===== config.mk =====
export PLATFORM = sky130hd
export DESIGN_NAME = mem_req_scheduler
export DESIGN_NICKNAME = d
export VERILOG_FILES = /design/src/rtl/mem_req_scheduler.sv
export SDC_FILE = /design/constraint.sdc
export NUM_CORES = 1
export LEC_CHECK = 0
export CAP_MARGIN = 0
export CORE_AREA = 2 2 300 302
export DETAILED_ROUTE_END_ITERATION = 6
export DIE_AREA = 0 0 302 304
export MAX_ROUTING_LAYER = met4
export SLEW_MARGIN = 20
export SYNTH_ARGS = -nofsm -noshare
export SYNTH_HDL_FRONTEND = slang
export SYNTH_SLANG_ARGS = --single-unit

===== constraint.sdc =====
create_clock -name clk_i -period 2.35 [get_ports clk_i]
set_clock_uncertainty 0.2 [all_clocks]
set_input_delay 0.3525 -clock clk_i [delete_from_list [all_inputs] [get_ports clk_i]]
set_output_delay 0.3525 -clock clk_i [all_outputs]
set_load 0.1 [all_outputs]

===== src/rtl/mem_req_scheduler.sv =====
// Miss/write-back scheduler: forwards hits from the write-back buffer, otherwise
// arbitrates line reads against buffer drains on a single memory request channel.
module mem_req_scheduler #(
    parameter int unsigned ADDR_WIDTH    = 32,
    parameter int unsigned DATA_WIDTH    = 128,
    parameter int unsigned MAX_RD_STREAK = 4
) (
    input  logic                  clk_i,
    input  logic                  rstn_i,
    input  logic                  miss_valid_i,
    input  logic [ADDR_WIDTH-1:0] miss_addr_i,
    output logic                  refill_valid_o,
    output logic [DATA_WIDTH-1:0] refill_data_o,
    input  logic                  wb_valid_i,
    input  logic [ADDR_WIDTH-1:0] wb_addr_i,
    input  logic [DATA_WIDTH-1:0] wb_data_i,
    output logic                  wb_ready_o,
    input  logic                  wb_not_full_i,
    output logic [ADDR_WIDTH-1:0] wb_raddr_o,
    input  logic                  wb_hit_i,
    input  logic [DATA_WIDTH-1:0] wb_rdata_i,
    output logic                  wb_clr_o,
    output logic                  mem_req_o,
    output logic                  mem_we_o,
    output logic [ADDR_WIDTH-1:0] mem_addr_o,
    output logic [DATA_WIDTH-1:0] mem_wdata_o,
    input  logic                  mem_gnt_i,
    input  logic                  mem_rvalid_i,
    input  logic [DATA_WIDTH-1:0] mem_rdata_i
);

    typedef enum logic [2:0] {
        S_IDLE,
        S_WR_REQ,
        S_RD_REQ,
        S_RD_WAIT,
        S_RESP
    } state_t;

    localparam logic [3:0] STREAK_MAX = 4'(MAX_RD_STREAK);

    state_t                r_state;
    logic [3:0]            r_streak;
    logic                  r_rd_wb;
    logic                  r_mem_req;
    logic                  r_mem_we;
    logic [ADDR_WIDTH-1:0] r_mem_addr;
    logic [DATA_WIDTH-1:0] r_mem_wdata;
    logic                  r_refill_valid;
    logic [DATA_WIDTH-1:0] r_refill_data;

    logic w_fwd;
    logic w_wr;

    assign w_fwd = miss_valid_i & wb_hit_i;
    assign w_wr  = wb_valid_i & (~wb_not_full_i | ~miss_valid_i | (r_streak == STREAK_MAX));

    // Clear and pop must coincide with the forwarding/grant cycle, so they are
    // decoded from state; rstn_i gating keeps the clear low while in reset.
    assign wb_raddr_o = miss_addr_i;
    assign wb_clr_o   = rstn_i & (r_state == S_IDLE) & w_fwd;
    assign wb_ready_o = (r_state == S_WR_REQ) & mem_gnt_i;

    assign mem_req_o      = r_mem_req;
    assign mem_we_o       = r_mem_we;
    assign mem_addr_o     = r_mem_addr;
    assign mem_wdata_o    = r_mem_wdata;
    assign refill_valid_o = r_refill_valid;
    assign refill_data_o  = r_refill_data;

    always_ff @(posedge clk_i or negedge rstn_i) begin
        if (!rstn_i) begin
            r_state        <= S_IDLE;
            r_streak       <= '0;
            r_rd_wb        <= 1'b0;
            r_mem_req      <= 1'b0;
            r_mem_we       <= 1'b0;
            r_mem_addr     <= '0;
            r_mem_wdata    <= '0;
            r_refill_valid <= 1'b0;
            r_refill_data  <= '0;
        end else begin
            r_refill_valid <= 1'b0;
            case (r_state)
                S_IDLE: begin
                    if (w_fwd) begin
                        r_refill_data  <= wb_rdata_i;
                        r_refill_valid <= 1'b1;
                        r_state        <= S_RESP;
                    end else if (w_wr) begin
                        r_mem_addr  <= wb_addr_i;
                        r_mem_wdata <= wb_data_i;
                        r_mem_we    <= 1'b1;
                        r_mem_req   <= 1'b1;
                        r_state     <= S_WR_REQ;
                    end else if (miss_valid_i) begin
                        r_mem_addr <= miss_addr_i;
                        r_mem_we   <= 1'b0;
                        r_mem_req  <= 1'b1;
                        r_rd_wb    <= wb_valid_i;
                        if (!wb_valid_i) begin
                            r_streak <= '0;
                        end
                        r_state <= S_RD_REQ;
                    end
                end
                S_WR_REQ: begin
                    if (mem_gnt_i) begin
                        r_mem_req <= 1'b0;
                        r_streak  <= '0;
                        r_state   <= S_IDLE;
                    end
                end
                S_RD_REQ: begin
                    if (mem_gnt_i) begin
                        r_mem_req <= 1'b0;
                        if (r_rd_wb && (r_streak != STREAK_MAX)) begin
                            r_streak <= r_streak + 4'd1;
                        end
                        r_state <= S_RD_WAIT;
                    end
                end
                S_RD_WAIT: begin
                    if (mem_rvalid_i) begin
                        r_refill_data  <= mem_rdata_i;
                        r_refill_valid <= 1'b1;
                        r_state        <= S_RESP;
                    end
                end
                S_RESP: begin
                    r_state <= S_IDLE;
                end
                default: begin
                    r_state <= S_IDLE;
                end
            endcase
        end
    end

endmodule

# Word level (Yosys, flattened, before mapping)
# Cells that the tools add are included.
[word_totals]
reg_bits = 299
word_cells = 82
[op_classes]
n_bitwise = 11
reduce_logical = 14
muxes = 30
addsub = 1
eq_ne = 17
[op_table]
columns = ["operator", "n"]
rows = [
  ["2-to-1 mux 128 bit", 2],
  ["case mux 128 bit (2 select lines)", 1],
  ["2-to-1 mux 32 bit", 2],
  ["2-to-1 mux 4 bit", 7],
  ["2-to-1 mux 3 bit", 6],
  ["!= test 2 bit (second input constant)", 9],
  ["case mux 3 bit (4 select lines)", 1],
  ["case mux 4 bit (3 select lines)", 1],
  ["AND reduction 4 bit", 3],
  ["AND reduction 3 bit", 3],
  ["2-to-1 mux 1 bit", 8],
  ["AND reduction 8 bit", 1],
  ["== test 3 x 2 -> 1 bit (second input constant)", 2],
  ["nonzero test 2 bit", 3],
  ["bitwise AND 1 bit", 5],
  ["adder 4 x 1 -> 4 bit (second input constant)", 1],
  ["== test 4 x 3 -> 1 bit (second input constant)", 1],
  ["!= test 4 x 3 -> 1 bit (second input constant)", 1],
  ["!= test 4 bit (second input constant)", 1],
  ["NOT 1 bit", 4],
  ["case mux 1 bit (2 select lines)", 2],
  ["== test 3 x 1 -> 1 bit (second input constant)", 1],
  ["zero test 3 bit", 1],
  ["!= test 3 bit (second input constant)", 1],
  ["other kinds (5)", 6],
]

# Logic depth before layout (Yosys ltp)
# Gate-level depths: netlist (run 1).
[logic_depth]
depth_word = 7
ltp_mapped = 8

# Worst setup path before layout (run 1)
# No wires, ideal clock.
[synth_path]
kind = "register to output"
startpoint = "reg r_state[2]"
endpoint = "out wb_ready_o"
path_buffers = 1
slack_ns = -0.868
arrival_ns = 2.666
path_stages_with_launch = 3
required_ns = 1.798
path_cell_list = "dfrtp_1 -> clkbuf_1 -> nor3_1"
[synth_via]
elab_chain_cells = 2
[synth_rtl]
columns = ["item", "line_no", "text"]
rows = [
  ["start: declaration", "42", "state_t r_state;"],
  ["start signal: assignment", "73", "r_state <= S_IDLE;"],
  ["start signal: assignment", "89", "r_state <= S_RESP;"],
  ["start signal: assignment", "95", "r_state <= S_WR_REQ;"],
  ["== test 3 x 1 -> 1 bit", "62", "assign wb_ready_o = (r_state == S_WR_REQ) & mem_gnt_i;"],
  ["bitwise AND 1 bit", "62", ""],
  ["end: declaration", "17", "output logic wb_ready_o,"],
]
# No other way between the ends.

# Worst setup path after layout (run 1)
[layout_path]
startpoint = "reg r_state[0]"
endpoint = "reg r_mem_wdata[85] (netlist: mem_wdata_o[85])"
[layout_via]
elab_chain_cells = 2
[layout_rtl]
columns = ["item", "line_no", "text"]
rows = [
  ["zero test 3 bit", "84", "case (r_state)"],
  ["AND reduction 3 bit (no source line)", "-", ""],
  ["end signal: assignment", "92", "r_mem_wdata <= wb_data_i;"],
  ["end: declaration", "48", "logic [DATA_WIDTH-1:0] r_mem_wdata;"],
]
# No other way between the ends.
# A chain may end at the register's enable or synchronous reset.

==> results by group, run 1 <==
Synthesis
  – Average cell area after synthesis: 12.1 um2
  – Top cells by count, synth: dfrtp_1, nor2_1, a21oi_1, mux2i_1, mux2_1
  – Cell taking the most area after synthesis: dfrtp_1
  – Count leader, synth: dfrtp_1
  – EDFF count, synth: 0
  – Seq cells post-synth: 299
  – Distinct cell type count after synthesis: 40
  – Post-synth ARST share: 100%
  – Syn Inst Count: 1073
  – Top cells by area, synth: dfrtp_1, mux2i_1, mux2_1
  – Top_reg_cell synth: dfrtp_1
  – Synth Warn #: 0
  – Net count after synthesis: 1531
  – Synth top area share: 57.8%
  – Synthesized area: 12900 um2
  – Sequential share of the synthesized area: 57.8%

Worst hold path
  – Worst hold start: wb_data_i[56]
  – WHS Path Cells: 2
  – Hold Crit Endpoint: mem_wdata_o[56]
  – Type of the tightest min-delay check: input port to flip-flop

Floorplan
  – Number of I/O pins: 781
  – Total core area: 89000 um2
  – Die X: 302 um
  – Initial Util: 14.5%
  – DIE HEIGHT: 304 um
  – Rows: 110
  – Die ar.: 91800 um2

Cells and area
  – # fillers: 9450
  – Synth-to-layout area growth: 80.8%
  – Layout cells sized above 1: 26.3%
  – Multi-input logic area: 4880 um2
  – Register area: 7480 um2
  – Fin nets: 2321

Global route
  – Vias in the first global route: 11.6k
  – First-pass GRT wire length: 73000 um
  – Largest net degree at the start of global routing: 80
  – GRT Total Usage: 10.9%
  – Initial antenna violation count: 8
  – Total grt overflow: 0

Timing
  – Peak Freq: 437 MHz
  – Hold Vio Cnt, Final: 0
  – Final hold slack: 0.179 ns
  – Final Cycle Share: 97.5%
  – Slew @ Worst Pin: 0.517 ns
  – Final min period: 2.29 ns
  – Setup violations, final: 0
  – Max-slew headroom: 65.5%
  – Setup_tns: 0 ns
  – Final Max Tran Viols: 0

Route
  – Via count: 11.2k
  – Detail Route Antenna Nets: 0
  – Pre-antenna DRT Iters: 4
  – Vias/cell: 3.64
  – Routed wire length: 51500 um
  – First-iteration detailed-routing DRC count: 308
  – WL per Instance: 16.8 um
  – DR DRC count: 0

Clocking
  – CTS buffer count: 37
  – H-tree depth: 2
  – TritonCTS clock tree: yes
  – CTS Buffer Depth: 3
  – Clock Latency Late Sink: 0.57 ns
  – CTS root buffer: clkbuf_16
  – Clock sinks: 299
  – CTS clk-pin slew, worst paths: 0.06 ns

Critical path
  – Worst-path fanout max: 28
  – R2R setup slack: 0.06 ns
  – Setup crit end kind: flip-flop
  – Worst R2R End: mem_wdata_o[85]
  – Element type at the critical path start: flip-flop
  – R2R depth: 5
  – Reg2reg start: r_state[0]
  – Worst Path Arrival: 2.52 ns
  – Kind of critical path: flip-flop to flip-flop
  – Critical Path RT: 2.58 ns

Placement
  – Gpl congestion: 0.811
  – IO Port Bufs: 780
  – DP Wirelength: 40500 um

Flow run
  – Max Cap Viol: 0

Status
  – Status: finished clean
## critical path: stages, from the launching register on
cell,delay [ns]
dfrtp_1,0.39
a2111o_1,0.45
a311o_2,0.41
buf_12,0.16
buf_12,0.17
mux2_1,0.33
## registers in the layout, summed over array words and instances (netlist names)
register,flops
refill_valid_o,1
r_state,3
mem_addr_o,32
r_streak,4
mem_we_o,1
r_rd_wb,1
mem_req_o,1
refill_data_o,128
mem_wdata_o,128
## metrics by stage
step                setup WS [ns]  cell area (um2)  util (%)  instances
global route             -0.00838            23400      26.3       3071
CTS                       0.00432            23300      26.1       3061
detailed placement         -0.421            21900      24.6       2991
global placement           -0.415            21900      24.6       2991
finish                     0.0598            23400      26.3       3071
floorplan                   0.134            12900         -       1073
## metal layers
| metal | GRT usage, % | up-vias | wire (um) |
|---|---|---|---|
| li1 | - | 5294 | - |
| met1 | 12.4 | 5344 | 20900 |
| met2 | 18.4 | 489 | 25400 |
| met3 | 2.98 | 64 | 3780 |
| met4 | 3.67 | 0 | 1440 |
| met5 | - | - | 0 |
## placed cells by master (no fill, tap or decap), types with 7 or more instances in the layout
master,n
clkbuf_1,8
buf_12,52
dfrtp_1,299
clkbuf_8,7
clkdlybuf4s50_1,454
clkinv_2,7
a21oi_1,161
clkbuf_16,40
nor2_1,166
buf_4,339
mux2i_1,162
mux2_1,98
mux2_2,30
## repair_timing
item | 4_1_cts | 5_1_grt
cloned | 0 | 3
pin swaps | 1 | 3
endpoints found under the setup margin | 1 | 41
buffers inserted | 2 | 3
hold endpoints to repair | 236 | 0
gates resized for setup | 5 | 3
hold buffers | 1 | 0
## cell type report
| type | instances | share of cell area (%) |
|---|---|---|
| sequential | 299 | 32.0 |
| antenna | 4 | 0.0428 |
| clock buffer | 53 | 4.61 |
| tap | 1176 | 6.29 |
| clock inverter | 14 | 0.851 |
| inverter | 6 | 0.0963 |
| timing repair buffer | 853 | 35.3 |
| multi-input combinational | 666 | 20.9 |
## kinds of logic after synthesis
kind of cell	Yosys count	share of synthesized area, %
AO/OA/AOI/OAI	177	7.23
XOR/XNOR	1	0.0677
adder cells (fa/ha/maj)	2	0.193
buffers and inverters	108	4.83
flip-flops	299	57.8
multiplexers	290	23.7
AND/OR/NAND/NOR	196	6.17
## worst max-delay path by stage
stage / from / to / slack (ns) / depth (start not counted)
final: r_state[0] / mem_wdata_o[85] / 0.06 / 5
after global routing: r_state[0] / wb_clr_o / -0.008 / 4
after CTS: r_state[2] / wb_clr_o / 0.004 / 4
after detailed placement: miss_valid_i / mem_wdata_o[85] / -0.42 / 5
after global placement: miss_valid_i / mem_wdata_o[7] / -0.42 / 5
after floorplan: r_state[0] / wb_clr_o / 0.13 / 3
Power of run 1 is not shown: default switching activity piles up to over one toggle a cycle in this logic, so the estimate is an artifact.
==> inputs of run 2 (changes only) <==
Settings changed: PLACE_DENSITY from default to 0.5.
==> run 2 against run 1 <==
  * First-iteration DRC count increased by 6.5%
  * Register-to-register slack improved by 0.05 ns
  * Die area unchanged
  * Count of clock-buffer cells in the layout decreased by 1
  * Hold slack about the same
  * Via count increased by 0.47%
  * Highest routed layer unchanged
==> results by group, run 2 (synthesized netlist as in run 1, its figures left out) <==
Worst hold path
  – WHS Path Cells: 2
  – Hold Crit Endpoint: mem_wdata_o[27]
  – Worst hold start: wb_data_i[27]
  – Type of the tightest min-delay check: input port to flip-flop

Floorplan
  – Die X: 302 um
  – Number of I/O pins: 781
  – Rows: 110
  – Total core area: 89000 um2
  – Initial Util: 14.5%
  – DIE HEIGHT: 304 um
  – Die ar.: 91800 um2

Route
  – First-iteration detailed-routing DRC count: 328
  – Pre-antenna DRT Iters: 4
  – WL per Instance: 16.7 um
  – Detail Route Antenna Nets: 0
  – DR DRC count: 0
  – Routed wire length: 51300 um
  – Via count: 11.2k
  – Vias/cell: 3.65

Clocking
  – CTS buffer count: 38
  – CTS clk-pin slew, worst paths: 0.06 ns
  – CTS root buffer: clkbuf_16
  – Clock sinks: 299
  – TritonCTS clock tree: yes
  – H-tree depth: 2
  – CTS Buffer Depth: 3
  – Clock Latency Late Sink: 0.56 ns

Critical path
  – Max stage delay on crit path: 0.39 ns
  – Element type at the critical path start: flip-flop
  – Worst Path Arrival: 1.72 ns
  – Kind of critical path: flip-flop to output port
  – R2R setup slack: 0.11 ns
  – Critical Path RT: 1.80 ns
  – Worst-path fanout max: 4
  – Setup crit end kind: output port
  – Crit-path slowest cell: dfrtp_1
  – Crit path buf inv count: 2
  – R2R depth: 9
  – Crit path depth: 4
  – CP top delay family: simple AND/OR/NAND/NOR gates
  – Cells along the critical path: buf_6 -> nor3_4 -> and4_4 -> buf_12
  – Worst R2R End: mem_addr_o[10]
  – Reg2reg start: r_streak[0]

Placement
  – Place WS: -0.385 ns
  – DP Wirelength: 41400 um
  – IO Port Bufs: 780
  – Gpl congestion: 0.837

Status
  – Status: finished clean

Cells and area
  – Most common cell after layout, fill and taps aside: clkdlybuf4s50_1
  – # fillers: 9299
  – Synth-to-layout area growth: 81.0%
  – Fin nets: 2332
  – Commonest cells after routing, fill and taps aside: clkdlybuf4s50_1, buf_4, dfrtp_1
  – Layout cells sized above 1: 26.7%

Timing
  – Final Cycle Share: 96.8%
  – Slew @ Worst Pin: 0.464 ns
  – Peak Freq: 439 MHz
  – Max-slew headroom: 69.1%
  – RSZ-0062 raised after global routing: true
  – Setup violations, final: 0
  – Final min period: 2.28 ns
  – Final Max Tran Viols: 0
  – Final WS setup: 0.0745 ns
  – Hold Vio Cnt, Final: 0

Global route
  – GRT Total Usage: 11.0%
  – Initial antenna violation count: 3
  – Vias in the first global route: 12.1k
  – Total grt overflow: 0
  – First-pass GRT wire length: 74300 um
  – Largest net degree at the start of global routing: 75

Flow run
  – Max Cap Viol: 0
==> run 2: cell type report <==
cell class                 count  area [um2]  share of cell area, %
timing repair buffer         863        8250                   35.2
clock buffer                  52        1080                   4.63
multi-input combinational    666        4870                   20.8
tap                         1176        1470                   6.28
antenna                        2        5.00                 0.0214
sequential                   299        7480                   32.0
clock inverter                15         225                  0.962
inverter                       6        22.5                 0.0962
==> run 2: worst max path at each step <==
stage | start | endpoint | slack [ns]
floorplan | r_state[0] | wb_clr_o | 0.13
detailed placement | miss_valid_i | mem_wdata_o[86] | -0.39
finish | r_state[1] | wb_clr_o | 0.07
global route | r_state[1] | wb_clr_o | -0.009
global placement | miss_valid_i | mem_wdata_o[85] | -0.37
CTS | r_state[1] | wb_clr_o | 0.002
==> run 2: metal layers <==
layer	vias to the layer above	part of all wire [%]	wire length, um	global-route usage [%]
li1	5308	-	-	-
met1	5349	36	18400	11.1
met3	84	7.2	3710	2.71
met2	503	53	27200	20.0
met4	0	3.9	2010	4.49
met5	-	0	0	-
==> run 2: per-stage QoR <==
step,instance area [um2],TNS (ns),std cells,hold WS [ns],utilization (%)
floorplan,12900,0,1073,-0.143,-
finish,23400,0,3079,0.178,26.3
CTS,23400,0,3076,0.128,26.2
global placement,22000,-55.39,3004,0.217,24.7
detailed placement,22000,-59.70,3004,0.215,24.7
global route,23400,-0.00933,3079,0.146,26.3
==> run 2: what timing repair did <==
item / 4_1_cts / 5_1_grt
cloned: 0 / 1
gates resized for setup: 6 / 2
hold buffers: 1 / 0
buffers inserted: 4 / 0
endpoints found under the hold margin: 127 / 0
pin swaps: 2 / 2
endpoints found under the setup margin: 1 / 60
Power of run 2 is left out for the same reason.
